`config.mk`:
```
export PLATFORM = sky130hd
export DESIGN_NAME = pc_unit
export DESIGN_NICKNAME = d
export VERILOG_FILES = /design/src/rtl/pc_unit.sv
export SDC_FILE = /design/constraint.sdc
export NUM_CORES = 1
export LEC_CHECK = 0
export ABC_AREA = 1
export ABC_CLOCK_PERIOD_IN_PS = 3300
export CAP_MARGIN = 20
export CORE_AREA = 8 8 104 106
export CTS_CLUSTER_DIAMETER = 120
export DETAILED_ROUTE_END_ITERATION = 7
export DIE_AREA = 0 0 112 114
export PLACE_DENSITY = 0.8
export SYNTH_ARGS = -nofsm -noshare
export SYNTH_HDL_FRONTEND = slang
export SYNTH_SLANG_ARGS = --single-unit
```
`constraint.sdc`:
```
create_clock -name clk -period 3.3 [get_ports clk]
set_input_delay 0.66 -clock clk [delete_from_list [all_inputs] [get_ports clk]]
set_output_delay 0.66 -clock clk [all_outputs]
set_load 0.03 [all_outputs]
```
`src/rtl/pc_unit.sv`:
```
// Program-counter unit: selects next PC from sequential/branch/jump/call/return
// sources, with stall hold, sticky wrap flag and an optional RAS (`PC_RAS_EN`).
module pc_unit #(
  parameter int          PC_W      = 32,
  parameter logic [31:0] RESET_VEC = 32'h0040_0000,
  parameter int          RAS_DEPTH = 4
) (
  input  logic            clk,
  input  logic            reset,
  input  logic            stall,
  input  logic            branch_taken,
  input  logic [15:0]     branch_off,
  input  logic            jump,
  input  logic [25:0]     jump_target,
  input  logic            call,
  input  logic            ret,
  output logic [PC_W-1:0] pc,
  output logic [PC_W-1:0] pc_plus4,
  output logic            pc_wrap,
  output logic            ras_empty,
  output logic            ras_full,
  output logic            ras_err
);

  logic [PC_W-1:0] r_pc;
  logic            r_wrap;

  logic [PC_W:0]   w_seq_sum;
  logic            w_carry;
  logic [PC_W-1:0] w_br;
  logic [PC_W-1:0] w_jt;
  logic [PC_W-1:0] w_next_pc;
  logic            w_sel_seq;
  logic            w_push;
  logic            w_pop;
  logic            w_err_set;

  assign w_seq_sum = {1'b0, r_pc} + (PC_W+1)'(4);
  assign pc_plus4  = w_seq_sum[PC_W-1:0];
  assign w_carry   = w_seq_sum[PC_W];
  assign w_br      = pc_plus4 + PC_W'({{16{branch_off[15]}}, branch_off, 2'b00});
  // Upper 4 bits come from pc_plus4 only when PC_W exceeds the 28-bit jump field.
  assign w_jt      = PC_W'({4'(32'(pc_plus4) >> 28), jump_target, 2'b00});

`ifdef PC_RAS_EN
  localparam int PW = $clog2(RAS_DEPTH);
  localparam int CW = PW + 1;

  logic [PC_W-1:0] r_ras [RAS_DEPTH];
  logic [PW-1:0]   r_top;
  logic [CW-1:0]   r_cnt;
  logic            r_err;
  logic [PW-1:0]   w_top_inc;

  assign w_top_inc = r_top + PW'(1);
  assign ras_empty = (r_cnt == '0);
  assign ras_full  = (r_cnt == CW'(RAS_DEPTH));
  assign ras_err   = r_err;

  always_comb begin
    w_next_pc = pc_plus4;
    w_sel_seq = 1'b1;
    w_push    = 1'b0;
    w_pop     = 1'b0;
    w_err_set = 1'b0;
    if (ret) begin
      if (!ras_empty) begin
        w_next_pc = r_ras[r_top];
        w_sel_seq = 1'b0;
        w_pop     = 1'b1;
      end else begin
        w_err_set = 1'b1;
      end
    end else if (call) begin
      w_next_pc = w_jt;
      w_sel_seq = 1'b0;
      w_push    = 1'b1;
      w_err_set = ras_full;
    end else if (jump) begin
      w_next_pc = w_jt;
      w_sel_seq = 1'b0;
    end else if (branch_taken) begin
      w_next_pc = w_br;
      w_sel_seq = 1'b0;
    end
  end

  always_ff @(posedge clk) begin
    if (reset) begin
      r_top <= '0;
      r_cnt <= '0;
      r_err <= 1'b0;
    end else if (!stall) begin
      if (w_push) begin
        // When full the write lands on the oldest slot; count saturates.
        r_top <= w_top_inc;
        if (!ras_full) r_cnt <= r_cnt + CW'(1);
      end else if (w_pop) begin
        r_top <= r_top - PW'(1);
        r_cnt <= r_cnt - CW'(1);
      end
      if (w_err_set) r_err <= 1'b1;
    end
  end

  always_ff @(posedge clk) begin
    if (!reset && !stall && w_push) r_ras[w_top_inc] <= pc_plus4;
  end
`else
  logic w_unused_ras;
  assign w_unused_ras = ret | (RAS_DEPTH == 0);
  assign ras_empty    = 1'b1;
  assign ras_full     = 1'b0;
  assign ras_err      = 1'b0;

  always_comb begin
    w_next_pc = pc_plus4;
    w_sel_seq = 1'b1;
    w_push    = 1'b0;
    w_pop     = 1'b0;
    w_err_set = 1'b0;
    if (call || jump) begin
      w_next_pc = w_jt;
      w_sel_seq = 1'b0;
    end else if (branch_taken) begin
      w_next_pc = w_br;
      w_sel_seq = 1'b0;
    end
  end
`endif

  always_ff @(posedge clk) begin
    if (reset) begin
      r_pc   <= RESET_VEC[PC_W-1:0];
      r_wrap <= 1'b0;
    end else if (!stall) begin
      r_pc <= w_next_pc;
      if (w_sel_seq && w_carry) r_wrap <= 1'b1;
    end
  end

  assign pc      = r_pc;
  assign pc_wrap = r_wrap;

endmodule
```
Word-level counts from Yosys, hierarchy flattened
Cells that the tools add are included.
- flip-flop bits (word level): 33
- logic and storage cells: 12
- output and inout bits: 68
- bits of input ports: 49
- add/sub/neg operators: 2
- bitwise logic cells: 1
- reductions and logical operators: 3
- multiplexer cells: 4
- operators by type and width (operator ; number):
    32-bit two-way mux ; 2
    32-bit by 3-bit adder with 33-bit output (second input constant) ; 1
    32-bit adder ; 1
    1-bit two-way mux ; 2
    2-bit AND reduction ; 1
    1-bit logical AND ; 1
    1-bit logical OR ; 1
    1-bit NOT ; 1

Depth between registers and ports, before layout
Gate-level depths: netlist (run 1).
- word-level depth: 4
- mapped depth: 21
- depth with buffers taken out: 21

Worst setup path after synthesis (run 1)
No wires, ideal clock.
- path type: reg2reg
- start: reg r_pc[2], in the netlist pc[2]
- end: reg r_pc[23], in the netlist pc[23]
- setup time: 120 ps
- arrival: 3231 ps
- stages on the path, launching flop included: 18
- data required time: 3180 ps
- path slack: -51 ps
- buffers on the path: 0
- period minus slack after synthesis: 3351 ps
- cell sequence: dfxtp_1 > ha_1 > inv_1 > nor3_4 > nand2_2 > xnor2_1 > ha_1 > nand2_1 > inv_1 > nand2_1 > nand2_1 > a21oi_1 > nand2_1 > nand3_1 > nand2_1 > or2_2 > nand3_1 > a21oi_1
- cells in the longest elaborated chain, start to end: 4
- RTL lines (element ; line ; source):
    start: declaration ; 25 ; logic [PC_W-1:0] r_pc;
    start signal: assignment ; 134 ; r_pc <= RESET_VEC[PC_W-1:0];
    start signal: assignment ; 137 ; r_pc <= w_next_pc;
    32-bit by 3-bit adder with 33-bit output ; 38 ; assign w_seq_sum = {1'b0, r_pc} + (PC_W+1)'(4);
    named net pc_plus4[10] ; 18 ; output logic [PC_W-1:0] pc_plus4,
    32-bit adder ; 41 ; assign w_br = pc_plus4 + PC_W'({{16{branch_off[15]}}, branch_off, 2'b00});
    32-bit two-way mux ; 125 ; end else if (branch_taken) begin
    32-bit two-way mux ; 122 ; if (call || jump) begin
The timed path passes the listed nets, and every way through them passes these cells.
A chain may end at the register's enable or synchronous reset.

Worst setup path in the final report (run 1)
- start: reg r_pc[10], in the netlist pc[10]
- end: out pc_plus4[24]
- cells in the longest elaborated chain, start to end: 1
- RTL lines (element ; line):
    32-bit by 3-bit adder with 33-bit output ; 38
    end: declaration ; 18
No other way between the ends.

==> flow_metrics.tcl, run 1 <==
set metrics [dict create \
    met3RoutedLength_um 1820 \
    gpl.final_weighted_congestion 0.977 \
    power_per_unit_of_standard_cell_area_nw_per_um2 282 \
    period_share_pct 98.3 \
    post_dp_cell_area_sq_um 5790 \
    maximum_number_of_pins_on_one_net_before_global_route_repair 36 \
    worst-slew-pin-transition_ps 1020 \
    design.core.area_sq_um 9110 \
    antenna_left 0 \
    end_kind "output port" \
    worst-path-max-fanout 4 \
    clockBufferDepth 2 \
    dieArea_sq_um 12800 \
    tritoncts_clock_tree "done" \
    grt_setup_unrepaired "yes" \
    synth_cell_types 39 \
    insertion_delay_ps 290 \
    clock_sink_count 31 \
    finalMaxSlewViolations 0 \
    layout.cells.most_common_list "sky130_fd_sc_hd__nand2_1 (224), sky130_fd_sc_hd__clkdlybuf4s50_1 (105), sky130_fd_sc_hd__inv_1 (98)" \
    synth_largest_type_area_fraction_pct 19.3 \
    leakagePower_nw 2.86 \
    routed_wirelength_normalized_by_instance_count_um 18.0 \
    route.detailed.vias_per_inst 5.74 \
    cts-htree-levels 2 \
    highest_layer "met4" \
    required_ps 2640 \
    layout.cells.non_filler 1026 \
    initial_antenna_violation_count 0 \
    diodes 0 \
    clk_root_buffer_cell "sky130_fd_sc_hd__clkbuf_8" \
    fp.dieW_um 112 \
    clock_skew_ps 9.52 \
    netlist_top_cells_area "sky130_fd_sc_hd__nand2_1 (19%), sky130_fd_sc_hd__dfxtp_1 (14%), sky130_fd_sc_hd__ha_1 (10%), sky130_fd_sc_hd__a21oi_1 (8.4%), sky130_fd_sc_hd__inv_1 (8.3%)" \
    cp_data_arrival_time_ps 2580 \
    cts.clk_slew.worst_paths_ps 70 \
    buffer_ports.inserted 108 \
    ys_async_sr_fraction_pct 0 \
    fp.dieH_um 114 \
    relSlewSlack_pct 31.6 \
    synthFlopType "sky130_fd_sc_hd__dfxtp_1" \
    class_of_the_tightest_hold_or_removal_check "reg -> reg" \
    synth.avg_cell_area_sq_um 5.66 \
    stdcell_area_sq_um 6040 \
    post_route_cells_drive_above_1_share_pct 11.4 \
    area.growth.synth_to_final_pct 36.6 \
    postSynthRegisterBits 31 \
    global_route.overflow_total 0 \
    numCtsBuffers 5 \
    fmax_mhz 308 \
    synth_sequential_area_ratio_pct 14.0 \
    routed-via-count 5888 \
    r2r-start "pc[5]" \
    length_of_the_first_detailed_routing_pass_in_iterations 7 \
    startpoint "pc[10]" \
    route.layer.met1.wl_um 7870 \
    first_iter_violations 473 \
    detail_route.wirelength_um 18400 \
    synth_enable_flop_cells 0 \
    timing.final.setup_violations 0 \
    postCtsHoldBufs 0 \
    timing.final.crit_period_ps 3240 \
    maxCapViolations 0 \
    synthesis.area_sq_um 4420 \
    ios 117 \
    synth_top_area_cell "sky130_fd_sc_hd__nand2_1" \
    startpoint_type "flip-flop" \
    groute.usage.overall_pct 27.8 \
    post-route-drc-count 0 \
    post-place-cells 1015 \
    first_global_vias 5478 \
    min-delay-start "pc_wrap" \
    postSynthCellCount 781 \
    final-hold-violation-count 0 \
    initial_utilization_pct 48.5 \
    detailroute.wirelength.met2_um 8220 \
    run_status "finished clean" \
    dpl.hpwl_um 14900 \
    synthesis.yosys.warnings 0 \
    worst_ir_drop_vdd_uv 124 \
    first_pass_grt_wire_length_um 28300 \
    kind_of_critical_path "reg -> out" \
    final_common_cell "sky130_fd_sc_hd__nand2_1" \
    placement_rows 35 \
    fin_nets 1001 \
]
kinds of logic after synthesis:
family / count (synthesis) / synth area share (%)
buffers and inverters: 123 / 11.3
DFF: 31 / 14.0
other: 2 / 0.170
xor gates and xnor gates: 22 / 4.53
and+or+nand+nor: 421 / 41.7
adders and majority gates: 37 / 10.6
AOI/OAI and AO/OA: 145 / 17.6
state kept, by name, indices dropped and copies added (netlist names):
signal and cells:
pc 30, pc_wrap 1
synthesized netlist by cell type, drive strengths merged, types with 9 or more instances:
library cell / number
nand2: 229
inv: 102
a21oi: 74
nor2: 74
nand3: 59
o21ai: 46
ha: 36
dfxtp: 31
nor3: 25
xor2: 14
a31oi: 12
nand4: 12
buf: 11
clkbuf: 10
or2: 9
cell type report:
type / count / area, sq um
multi-input cells: 632 / 3450
fillers: 868 / 3070
repair buffers: 143 / 1350
flip-flops and latches: 31 / 636
inverters: 102 / 383
well taps: 111 / 139
clock buffers: 6 / 82.6
clock inverters: 1 / 5.00
metrics by stage:
stage	worst slack (ps)	total power, mW	TNS, ps	utilization (%)	hold slack (ps)
after floorplan	26.7	1.00	0	-	569
after global placement	185	1.34	0	63.6	437
after detailed placement	92.3	1.35	0	63.6	453
after CTS	44.2	1.66	0	64.5	462
after global routing	-102	1.79	-566	66.3	514
final	55.7	1.70	0	66.3	463
power by group:
| part | internal (mW) | leakage, nW | total (mW) | switching, mW |
|---|---|---|---|---|
| clock | 0.164 | 0.0470 | 0.317 | 0.153 |
| combinational | 0.362 | 2.55 | 0.944 | 0.582 |
| sequential | 0.404 | 0.260 | 0.440 | 0.0362 |
worst paths after layout:
kind	cells after the start	endpoint	slack, ps
worst min register to register	2	pc_wrap	460
worst min-delay path	2	pc_wrap	460
worst max register to register	17	pc[25]	150
worst max-delay path	8	pc_plus4[24]	60
layer usage:
layer	track usage (%)	vias to the layer above
met1	37.2	2720
li1	-	2821
met5	0	-
met2	44.7	307
met4	9.35	0
met3	4.01	40
critical path: stages, from the launching register on:
cell,delay (ps)
sky130_fd_sc_hd__dfxtp_1,360
sky130_fd_sc_hd__buf_4,150
sky130_fd_sc_hd__nand2_1,80
sky130_fd_sc_hd__nor2_1,160
sky130_fd_sc_hd__nand2_1,90
sky130_fd_sc_hd__nor2_1,150
sky130_fd_sc_hd__nand3_2,150
sky130_fd_sc_hd__xor2_1,390
sky130_fd_sc_hd__clkdlybuf4s50_1,760
repair_timing:
action,in CTS,in global routing
endpoints found under the setup margin,1,22
resized for setup,1,41
buffers inserted,0,4
pin swaps,0,7
No activity file was read; power rests on OpenSTA's default activity.
==> run 2: changes to the inputs <==
--- a/config.mk
+++ b/config.mk
@@ -12,6 +12,7 @@
 export CTS_CLUSTER_DIAMETER = 120
 export DETAILED_ROUTE_END_ITERATION = 7
 export DIE_AREA = 0 0 112 114
+export GPL_TIMING_DRIVEN = 1
 export PLACE_DENSITY = 0.8
 export SYNTH_ARGS = -nofsm -noshare
 export SYNTH_HDL_FRONTEND = slang
==> results of run 2 <==
Final layout, timing and power as in run 1 (identical DEF).
